<file path="config.mk">
export PLATFORM = sky130hd
export DESIGN_NAME = emul_vec_pipe
export DESIGN_NICKNAME = d
export VERILOG_FILES = /design/src/rtl/emul_pkg.sv /design/src/rtl/bf16_mul_lane.sv /design/src/rtl/emul_vec_pipe.sv
export SDC_FILE = /design/constraint.sdc
export NUM_CORES = 1
export LEC_CHECK = 0
export CORE_MARGIN = 5
export CORE_UTILIZATION = 63
export CTS_CLUSTER_DIAMETER = 40
export CTS_CLUSTER_SIZE = 16
export DETAILED_ROUTE_END_ITERATION = 10
export PLACE_DENSITY = 0.93
export SLEW_MARGIN = 0
export SYNTH_ARGS = -nofsm -noshare
export SYNTH_HDL_FRONTEND = slang
export SYNTH_SLANG_ARGS = --single-unit
</file>
<file path="constraint.sdc">
create_clock -name clk -period 7.53 [get_ports clk]
set_clock_uncertainty 0.2 [all_clocks]
set_input_delay 1.1295 -clock clk [delete_from_list [all_inputs] [get_ports clk]]
set_output_delay 1.1295 -clock clk [all_outputs]
set_load 0.1 [all_outputs]
</file>
<file path="src/rtl/emul_pkg.sv">
// Shared types and constants for the emul_vec_pipe bf16 x bf16 -> fp32 multiplier.
// Optional feature macro used elsewhere in this slice: EMUL_FLAGS_EN.
package emul_pkg;

  localparam int BF16_EXP_W = 8;
  localparam int BF16_MAN_W = 7;
  localparam int FP32_EXP_W = 8;
  localparam int FP32_MAN_W = 23;
  localparam int FP32_BIAS  = 127;

  localparam logic [31:0] FP32_QNAN = 32'h7FC00000;

  typedef enum logic [1:0] {IDLE, RUN, DRAIN, DONE} emul_state_t;

  // Operand / product class decided in the first pipeline stage.
  typedef enum logic [1:0] {CLS_NORM, CLS_ZERO, CLS_INF, CLS_NAN} op_class_t;

  typedef struct packed {
    logic                  sign;
    logic [BF16_EXP_W-1:0] exp;
    logic [BF16_MAN_W-1:0] man;
  } bf16_t;

  // Subnormals fold into zero: this datapath flushes them on input.
  function automatic op_class_t classify(input bf16_t x);
    if (x.exp == '0)       return CLS_ZERO;
    else if (x.exp == '1)  return (x.man == '0) ? CLS_INF : CLS_NAN;
    else                   return CLS_NORM;
  endfunction

endpackage

</file>
<file path="src/rtl/bf16_mul_lane.sv">
// One lane of the bf16 x bf16 -> fp32 multiplier: 3 enable-gated stages
// (unpack/special-case, 8x8 mantissa multiply, normalise/pack).
// With EMUL_FLAGS_EN defined the lane also reports {nan, ovf, ftz}.
module bf16_mul_lane
  import emul_pkg::*;
(
  input  logic        clk,
  input  logic        rst,
  input  logic        en,
  input  logic [15:0] a,
  input  logic [15:0] b,
  output logic [31:0] res
`ifdef EMUL_FLAGS_EN
  ,
  output logic [2:0]  flags
`endif
);

  localparam logic signed [9:0] BIAS10 = 10'(FP32_BIAS);

  bf16_t     op_a, op_b;
  op_class_t cls_a, cls_b, s1_cls_d;
  logic signed [9:0] s1_exp_d;

  assign op_a  = bf16_t'(a);
  assign op_b  = bf16_t'(b);
  assign cls_a = classify(op_a);
  assign cls_b = classify(op_b);
  // Biased sum can range from -125 to 381, so 10 signed bits hold it.
  assign s1_exp_d = $signed({2'b00, op_a.exp}) + $signed({2'b00, op_b.exp}) - BIAS10;

  // Combine the two operand classes into the product class.
  always_comb begin
    // NOTE: every always_comb output gets a default first so no path leaves it unassigned (no latch).
    s1_cls_d = CLS_NORM;
    if (cls_a == CLS_NAN || cls_b == CLS_NAN ||
        (cls_a == CLS_INF && cls_b == CLS_ZERO) ||
        (cls_a == CLS_ZERO && cls_b == CLS_INF))
      s1_cls_d = CLS_NAN;
    else if (cls_a == CLS_INF || cls_b == CLS_INF)
      s1_cls_d = CLS_INF;
    else if (cls_a == CLS_ZERO || cls_b == CLS_ZERO)
      s1_cls_d = CLS_ZERO;
  end

  logic              s1_sign;
  op_class_t         s1_cls;
  logic signed [9:0] s1_exp;
  logic [7:0]        s1_ma, s1_mb;

  // Stage 1: register sign, class, exponent sum and mantissas with hidden bit.
  always_ff @(posedge clk) begin
    // NOTE: datapath registers are reset too, so result_tdata reads 0 straight after reset.
    if (rst) begin
      s1_sign <= 1'b0;
      s1_cls  <= CLS_NORM;
      s1_exp  <= '0;
      s1_ma   <= '0;
      s1_mb   <= '0;
    end else if (en) begin
      // NOTE: sequential state uses non-blocking assignments so all stages update from pre-edge values.
      s1_sign <= op_a.sign ^ op_b.sign;
      s1_cls  <= s1_cls_d;
      s1_exp  <= s1_exp_d;
      s1_ma   <= {1'b1, op_a.man};
      s1_mb   <= {1'b1, op_b.man};
    end
  end

  logic              s2_sign;
  op_class_t         s2_cls;
  logic signed [9:0] s2_exp;
  logic [15:0]       s2_prod;

  // Stage 2: 8x8 mantissa multiply; product lies in [1,4) as a 2.14 value.
  always_ff @(posedge clk) begin
    if (rst) begin
      s2_sign <= 1'b0;
      s2_cls  <= CLS_NORM;
      s2_exp  <= '0;
      s2_prod <= '0;
    end else if (en) begin
      s2_sign <= s1_sign;
      s2_cls  <= s1_cls;
      s2_exp  <= s1_exp;
      s2_prod <= {8'b0, s1_ma} * {8'b0, s1_mb};
    end
  end

  logic signed [9:0]       n_exp;
  logic [FP32_MAN_W-1:0]   n_frac;
  logic [31:0]             res_d;
`ifdef EMUL_FLAGS_EN
  logic [2:0]              flags_d;
`endif

  // A product >= 2 shifts right by one and bumps the exponent; 16 bits fit in 24 exactly.
  assign n_exp  = s2_exp + $signed({9'b0, s2_prod[15]});
  assign n_frac = s2_prod[15] ? {s2_prod[14:0], 8'b0} : {s2_prod[13:0], 9'b0};

  // Normalise and pack, applying the special-value and range rules.
  always_comb begin
    res_d = {s2_sign, n_exp[FP32_EXP_W-1:0], n_frac};
`ifdef EMUL_FLAGS_EN
    flags_d = 3'b000;
`endif
    unique case (s2_cls)
      CLS_NAN: begin
        res_d = FP32_QNAN;
`ifdef EMUL_FLAGS_EN
        flags_d = 3'b100;
`endif
      end
      CLS_INF:  res_d = {s2_sign, 8'hFF, 23'b0};
      CLS_ZERO: res_d = {s2_sign, 31'b0};
      default: begin
        if (n_exp < 10'sd1) begin
          res_d = {s2_sign, 31'b0};
`ifdef EMUL_FLAGS_EN
          flags_d = 3'b001;
`endif
        end else if (n_exp > 10'sd254) begin
          res_d = {s2_sign, 8'hFF, 23'b0};
`ifdef EMUL_FLAGS_EN
          flags_d = 3'b010;
`endif
        end
      end
    endcase
  end

  // Stage 3: output register, drives result_tdata directly.
  always_ff @(posedge clk) begin
    if (rst) begin
      res <= '0;
`ifdef EMUL_FLAGS_EN
      flags <= '0;
`endif
    end else if (en) begin
      res <= res_d;
`ifdef EMUL_FLAGS_EN
      flags <= flags_d;
`endif
    end
  end

endmodule

</file>
<file path="src/rtl/emul_vec_pipe.sv">
// Job-controlled N-lane bf16 x bf16 -> fp32 multiplier with valid/ready backpressure.
// Top owns the job FSM, beat counter, valid/last pipeline and handshakes; lanes hold the math.
// With EMUL_FLAGS_EN defined, adds sticky flags[2:0] = {nan, ovf, ftz}, valid while done=1.
module emul_vec_pipe
  import emul_pkg::*;
#(
  parameter int LANES = 4,
  parameter int LEN_W = 16
) (
  input  logic                  clk,
  input  logic                  rst,
  input  logic                  start,
  input  logic [LEN_W-1:0]      len,
  output logic                  busy,
  output logic                  done,
  input  logic                  a_tvalid,
  input  logic [LANES*16-1:0]   a_tdata,
  input  logic                  b_tvalid,
  input  logic [LANES*16-1:0]   b_tdata,
  output logic                  in_tready,
  output logic                  result_tvalid,
  input  logic                  result_tready,
  output logic [LANES*32-1:0]   result_tdata,
  output logic                  result_tlast
`ifdef EMUL_FLAGS_EN
  ,
  output logic [2:0]            flags
`endif
);

  emul_state_t      state;
  logic [LEN_W-1:0] len_q;
  logic [LEN_W-1:0] in_cnt;
  logic             en;
  logic             in_fire;
  logic             start_fire;
  logic             in_is_last;
  logic             out_last_fire;

  // Whole pipe advances together whenever the output slot is free or being drained.
  assign en            = !result_tvalid || result_tready;
  assign in_tready     = en && (state == RUN);
  assign in_fire       = a_tvalid && b_tvalid && in_tready;
  assign start_fire    = start && (state == IDLE);
  assign in_is_last    = (in_cnt + LEN_W'(1)) == len_q;
  assign out_last_fire = result_tvalid && result_tready && result_tlast;

  // Job FSM with registered busy/done; start is only honoured in IDLE.
  always_ff @(posedge clk) begin
    if (rst) begin
      state  <= IDLE;
      len_q  <= '0;
      in_cnt <= '0;
      busy   <= 1'b0;
      done   <= 1'b0;
    end else begin
      unique case (state)
        IDLE: begin
          if (start_fire) begin
            len_q  <= len;
            in_cnt <= '0;
            busy   <= 1'b1;
            if (len == '0) begin
              state <= DONE;
              done  <= 1'b1;
            end else begin
              state <= RUN;
            end
          end
        end
        RUN: begin
          if (in_fire) begin
            in_cnt <= in_cnt + LEN_W'(1);
            if (in_is_last) state <= DRAIN;
          end
        end
        DRAIN: begin
          if (out_last_fire) begin
            state <= DONE;
            done  <= 1'b1;
          end
        end
        default: begin
          state <= IDLE;
          done  <= 1'b0;
          busy  <= 1'b0;
        end
      endcase
    end
  end

  logic s1_valid, s1_last, s2_valid, s2_last;

  // Valid and last tags travel alongside the lane data, gated by the same enable.
  always_ff @(posedge clk) begin
    if (rst) begin
      s1_valid      <= 1'b0;
      s1_last       <= 1'b0;
      s2_valid      <= 1'b0;
      s2_last       <= 1'b0;
      result_tvalid <= 1'b0;
      result_tlast  <= 1'b0;
    end else if (en) begin
      s1_valid      <= in_fire;
      s1_last       <= in_fire && in_is_last;
      s2_valid      <= s1_valid;
      s2_last       <= s1_last;
      result_tvalid <= s2_valid;
      result_tlast  <= s2_last;
    end
  end

`ifdef EMUL_FLAGS_EN
  logic [LANES-1:0][2:0] lane_flags;
  logic [2:0]            beat_flags;

  // Any lane raising a flag marks the beat.
  always_comb begin
    beat_flags = 3'b000;
    for (int i = 0; i < LANES; i++) beat_flags = beat_flags | lane_flags[i];
  end

  // Sticky over accepted result beats, cleared when a new job starts.
  always_ff @(posedge clk) begin
    if (rst)                                  flags <= 3'b000;
    else if (start_fire)                      flags <= 3'b000;
    else if (result_tvalid && result_tready)  flags <= flags | beat_flags;
  end
`endif

  for (genvar i = 0; i < LANES; i++) begin : g_lane
    bf16_mul_lane u_lane (
      .clk (clk),
      .rst (rst),
      .en  (en),
      .a   (a_tdata[16*i +: 16]),
      .b   (b_tdata[16*i +: 16]),
      .res (result_tdata[32*i +: 32])
`ifdef EMUL_FLAGS_EN
      ,
      .flags (lane_flags[i])
`endif
    );
  end

endmodule

</file>
# == Word level (Yosys, flattened, before mapping) ==
# Index checks and enable logic that the tools add are counted.
# op_classes
n_addsub,13
mul,4
n_lt_le_gt_ge,8
n_eq_ne,52
n_mux,67
n_bitwise,6
n_reduce_logical,62
# ops
cell,n
case mux 32 bit (3 select lines),4
two-way mux 31 bit,8
two-way mux 23 bit,4
equality test 8 bit (second input constant),8
logical NOT 8 bit,8
multiplier 8 x 8 -> 16 bit,4
two-way mux 2 bit,29
logical NOT 7 bit,8
equality test 2 bit (second input constant),25
adder 10 x 2 -> 10 bit,4
greater-than comparator 10 x 9 -> 1 bit (second input constant),4
less-than comparator 10 x 2 -> 1 bit (second input constant),4
subtractor 10 x 8 -> 10 bit (second input constant),4
adder 8 x 8 -> 9 bit,4
two-way mux 16 bit,2
case mux 16 bit (2 select lines),1
equality test 2 x 1 -> 1 bit (second input constant),13
logical OR 1 bit,21
adder 16 x 1 -> 16 bit (second input constant),1
equality test 16 bit,1
logical NOT 16 bit,1
two-way mux 1 bit,16
logical AND 1 bit,15
inequality test 2 bit (second input constant),4
other kinds (13),19
# word_totals
regBits,402
input_bits,150
output_inout_bits,133
word_cells,263

# == Longest topological paths before layout ==
# depth
ltp_word,9
ltp_mapped,18
ltp_nobuf,17

# == Modules after synthesis ==
# Synthesis repeated with hierarchy kept, for this count alone.
# hier_totals
cells_unflattened,3035
area_unflattened_um2,27193.6
# by_module_without_submodules
module,n_inst,cells_each,area_per_inst_um2,seq_area_each_um2
bf16_mul_lane at g_lane[1].u_lane,1,698,6276.0,1621.6
bf16_mul_lane at g_lane[2].u_lane,1,696,6253.5,1621.6
bf16_mul_lane at g_lane[3].u_lane,1,662,6148.4,1621.6
bf16_mul_lane at g_lane[0].u_lane,1,654,6060.8,1621.6
emul_vec_pipe,1,325,2454.9,840.8

# == Worst setup path before layout ==
# OpenSTA, ideal clock, no wires.
# synth_timing
path_type,flip-flop to flip-flop
start,"reg, netlist name g_lane[2].u_lane.s1_mb[7]"
end,reg g_lane[0].u_lane.s2_prod[11]
setup_ps,70
t_arrival_ps,4837
required_time_ps,7260
setup_slack_ps,2423
stages_incl_launch_ff,19
path_buffers,2
period_less_slack_ps,5107
path_cell_list,dfxtp_1 -> clkbuf_1 -> clkbuf_1 -> nand2_1 -> fa_1 -> fa_1 -> inv_1 -> fa_1 -> inv_1 -> fa_1 -> inv_1 -> ha_1 -> o21ai_0 -> a21oi_1 -> o211ai_1 -> a21boi_0 -> nor3_1 -> or3b_2 -> a21oi_1
# synth_lines
element,line,rtl
"end signal, assigned",bf16_mul_lane.sv:86,"s2_prod <= {8'b0, s1_ma} * {8'b0, s1_mb};"
"end, declared",bf16_mul_lane.sv:73,logic [15:0] s2_prod;

==> run_results.csv <==
group,metric,value,unit
synth,yosysSeqAreaShare,28.35,%
min_path,min_path_type,"reg -> reg",
detailed_routing,drc,0,
global_route,grt_usage,30.06,%
pwr,peakVddDrop,0.2755,mV
clock_tree,cts_max_level,2,
sta,fin_crit,5.591,ns
sta,grt_setup_unrepaired,"false",
synth,syn-mean-instance-area,8.155,um^2
clock_tree,cts_hold_buf,0,
synth,synth.area.top_cells,"dfxtp_1 (28%), fa_1 (12%), ha_1 (9.4%)",
sta,fin_crit_sh,74.25,%
sta,hold_viol_final,0,
placement,placed_cell_area,0.02821,mm^2
detailed_routing,ant_nets,0,
synth,ys_warn_count,0,
cells_and_area,final-instance-count-excl-fill,3877,
clock_tree,cts_resized,0,
clock_tree,cts_tree,"yes",
clock_tree,cts_setup_buffers,0,
run,maxCapViolCount,0,
sta,setup_tns,0,ns
detailed_routing,vias,23189,
floorplan,fp.dieH,211.7,um
floorplan,io_pins,283,
sta,setup_viol,0,
global_route,antenna_found_initial,0,
synth,synthCells,3143,
placement,portBuffers,250,
critical_path,worstPathRequired,7.82,ns
sta,clock.fmax,178.9,MHz
critical_path,cp_cell_sequence,"buf_4 -> and2_1 -> fa_1 -> fa_1 -> fa_1 -> inv_1 -> fa_1 -> inv_1 -> ha_1 -> a21oi_1 -> o21ai_0 -> a211oi_1 -> a21oi_1 -> xnor2_1 -> o21ai_0",
synth,syn_area,0.02563,mm^2
critical_path,crit_path_end_kind,"flip-flop",
global_route,grt_overflow_total,0,
global_route,grt_max_degree,206,
clock_tree,cts-root-buf,"clkbuf_16",
floorplan,fp.dieW,211.7,um
global_route,grt_pass1_vias,23911,
placement,hpwl,49420,um
global_route,grt_pass1_wl,113600,um
clock_tree,clk_pin_slew,0.06,ns
detailed_routing,vias_per_cell,5.981,
placement,gp_congestion,0.9279,
critical_path,path_common_cell,"fa_1",
synth,asyncSetResetFlopFracSynth,0,%
detailed_routing,routed_wl,69200,um
sta,fin_hold_ws,0.2536,ns
synth,synth_top_area_share,28.35,%
cells_and_area,final_util,74.92,%
critical_path,worst-setup-path-type,"reg -> reg",
sta,drv_slew,0,
sta,tightest_slew,1.245,ns
critical_path,worstSetupStartpointType,"flip-flop",
sta,slew_headroom,17.00,%
critical_path,crit_fanout,33,
clock_tree,clk_latency,0.61,ns
pwr,p_leak,12.74,nW
floorplan,start_util,64.07,%
clock_tree,numCtsBuffers,50,
clock_tree,clockBufferDepth,3,
sta,fin_ws,1.939,ns
floorplan,die_area,0.04482,mm^2
pwr,power.density,217.0,mW/mm^2
detailed_routing,drt-wirelength-per-cell,17.85,um
floorplan,coreArea,0.04001,mm^2
cells_and_area,design_area,0.02997,mm^2
cells_and_area,diodes,0,
synth,synth_largest_area_cell,"dfxtp_1",
cells_and_area,drive_gt1_share,4.743,%
placement,place_ws,2.201,ns
synth,synth-main-ff-cell,"dfxtp_1",
synth,synth_seq_cells,363,
critical_path,critPathArrivalTime,5.88,ns
cells_and_area,layout.nets,3801,
detailed_routing,first_pass_iters,8,
synth,ys_types,76,
cells_and_area,area_growth,16.93,%
pwr,finalPower,6.502,mW
floorplan,rows,73,
placement,dp.cells,3783,
clock_tree,clkSinkCount,363,
cells_and_area,fillers,2701,
critical_path,slowest_stage,"dfxtp_2",
synth,synth_edf_count,0,
critical_path,critPathMaxStageDelay,0.74,ns
run_status,status,"complete, no violations",
detailed_routing,drtIter0Drc,1915,
[registers in the layout (all words and copies together), names as in the netlist, 2 cells and up]
name,count
g_lane.u_lane.s1_mb,29
g_lane.u_lane.s2_exp,40
g_lane.u_lane.res,96
in_cnt,16
g_lane.u_lane.s2_cls,8
g_lane.u_lane.s1_exp,40
g_lane.u_lane.s1_ma,28
g_lane.u_lane.s2_sign,4
g_lane.u_lane.s1_sign,4
g_lane.u_lane.s2_prod,64
g_lane.u_lane.s1_cls,8
state,2
len_q,16
[synth_stat cells (all sizes together), types with 79 or more instances]
library cell,count
nand2,581
o21ai,132
nand3,80
xnor2,79
dfxtp,363
nor2,135
inv,206
and2,206
fa,148
clkbuf,123
ha,193
a21oi,296
[routing by layer]
metal / global-route usage [%] / wire (um) / share of wire, %
met5: 0 / 0 / 0
met1: 36.01 / 27000 / 39
met2: 53.29 / 34450 / 50
met4: 12.13 / 2748 / 4.0
met3: 5.557 / 5003 / 7.2
[cell usage in the layout, fill, tap and decap left out, types with 18 or more instances in the layout]
cell	n
clkdlybuf4s50_1	249
o21bai_1	20
nand2_1	581
fa_1	148
xnor2_1	79
a211oi_1	68
and2_1	206
o21ai_0	126
or2_2	18
nor4_1	29
nand4_1	37
a21o_1	21
nor2_1	134
inv_1	206
a211o_1	22
dfxtp_1	362
mux2i_1	42
clkbuf_16	50
nand3_1	78
o21a_1	21
a21oi_1	296
and3_1	23
conb_1	32
xor2_1	40
nor3_1	46
ha_1	193
[area by class of cell]
| type | instances | area (um^2) | area share [%] |
|---|---|---|---|
| multi-input combinational | 2427 | 16900 | 56.40 |
| sequential | 363 | 7268 | 24.25 |
| timing repair buffer | 262 | 2609 | 8.704 |
| clock buffer | 50 | 1251 | 4.175 |
| inverter | 206 | 773.2 | 2.580 |
| tap | 525 | 656.9 | 2.192 |
| clock inverter | 44 | 510.5 | 1.703 |
[cells by family (layout without fill, tap and decap cells)]
| logic type | Yosys count | after routing | synth area share [%] |
|---|---|---|---|
| AOI/OAI and AO/OA | 654 | 654 | 15.41 |
| xor gates and xnor gates | 119 | 119 | 4.066 |
| adders and majority gates | 341 | 341 | 20.98 |
| buffers and inverters | 384 | 562 | 6.248 |
| DFF | 363 | 363 | 28.35 |
| muxes | 57 | 57 | 2.299 |
| other | 1 | 32 | 0.01463 |
| and+or+nand+nor | 1224 | 1224 | 22.63 |
[critical path: cells and delay by family (launching register included)]
| family | cells | cell delay [ns] |
|---|---|---|
| adder cells (fa/ha/maj) | 5 | 2.45 |
| AO/OA/AOI/OAI | 5 | 1.19 |
| flip-flops | 1 | 0.74 |
| buffers and inverters | 3 | 0.51 |
| AND/OR/NAND/NOR | 1 | 0.21 |
| XOR/XNOR | 1 | 0.16 |
[power breakdown]
group	switching, mW	internal (mW)	total, mW
Combinational	1.15	0.642	1.79
Sequential	0.178	2.10	2.27
Clock	1.07	1.37	2.44
[final timing paths]
path	slack, ns	start	endpoint	depth (start not counted)
worst min register to register	0.25	g_lane[0].u_lane.s1_sign	g_lane[0].u_lane.s2_sign	2
worst min-delay path	0.25	g_lane[0].u_lane.s1_sign	g_lane[0].u_lane.s2_sign	2
worst max register to register	1.94	g_lane[2].u_lane.s1_mb[7]	g_lane[0].u_lane.s2_prod[14]	15
worst max-delay path	1.94	g_lane[2].u_lane.s1_mb[7]	g_lane[0].u_lane.s2_prod[14]	15
Power figures use the tool's default switching activity.
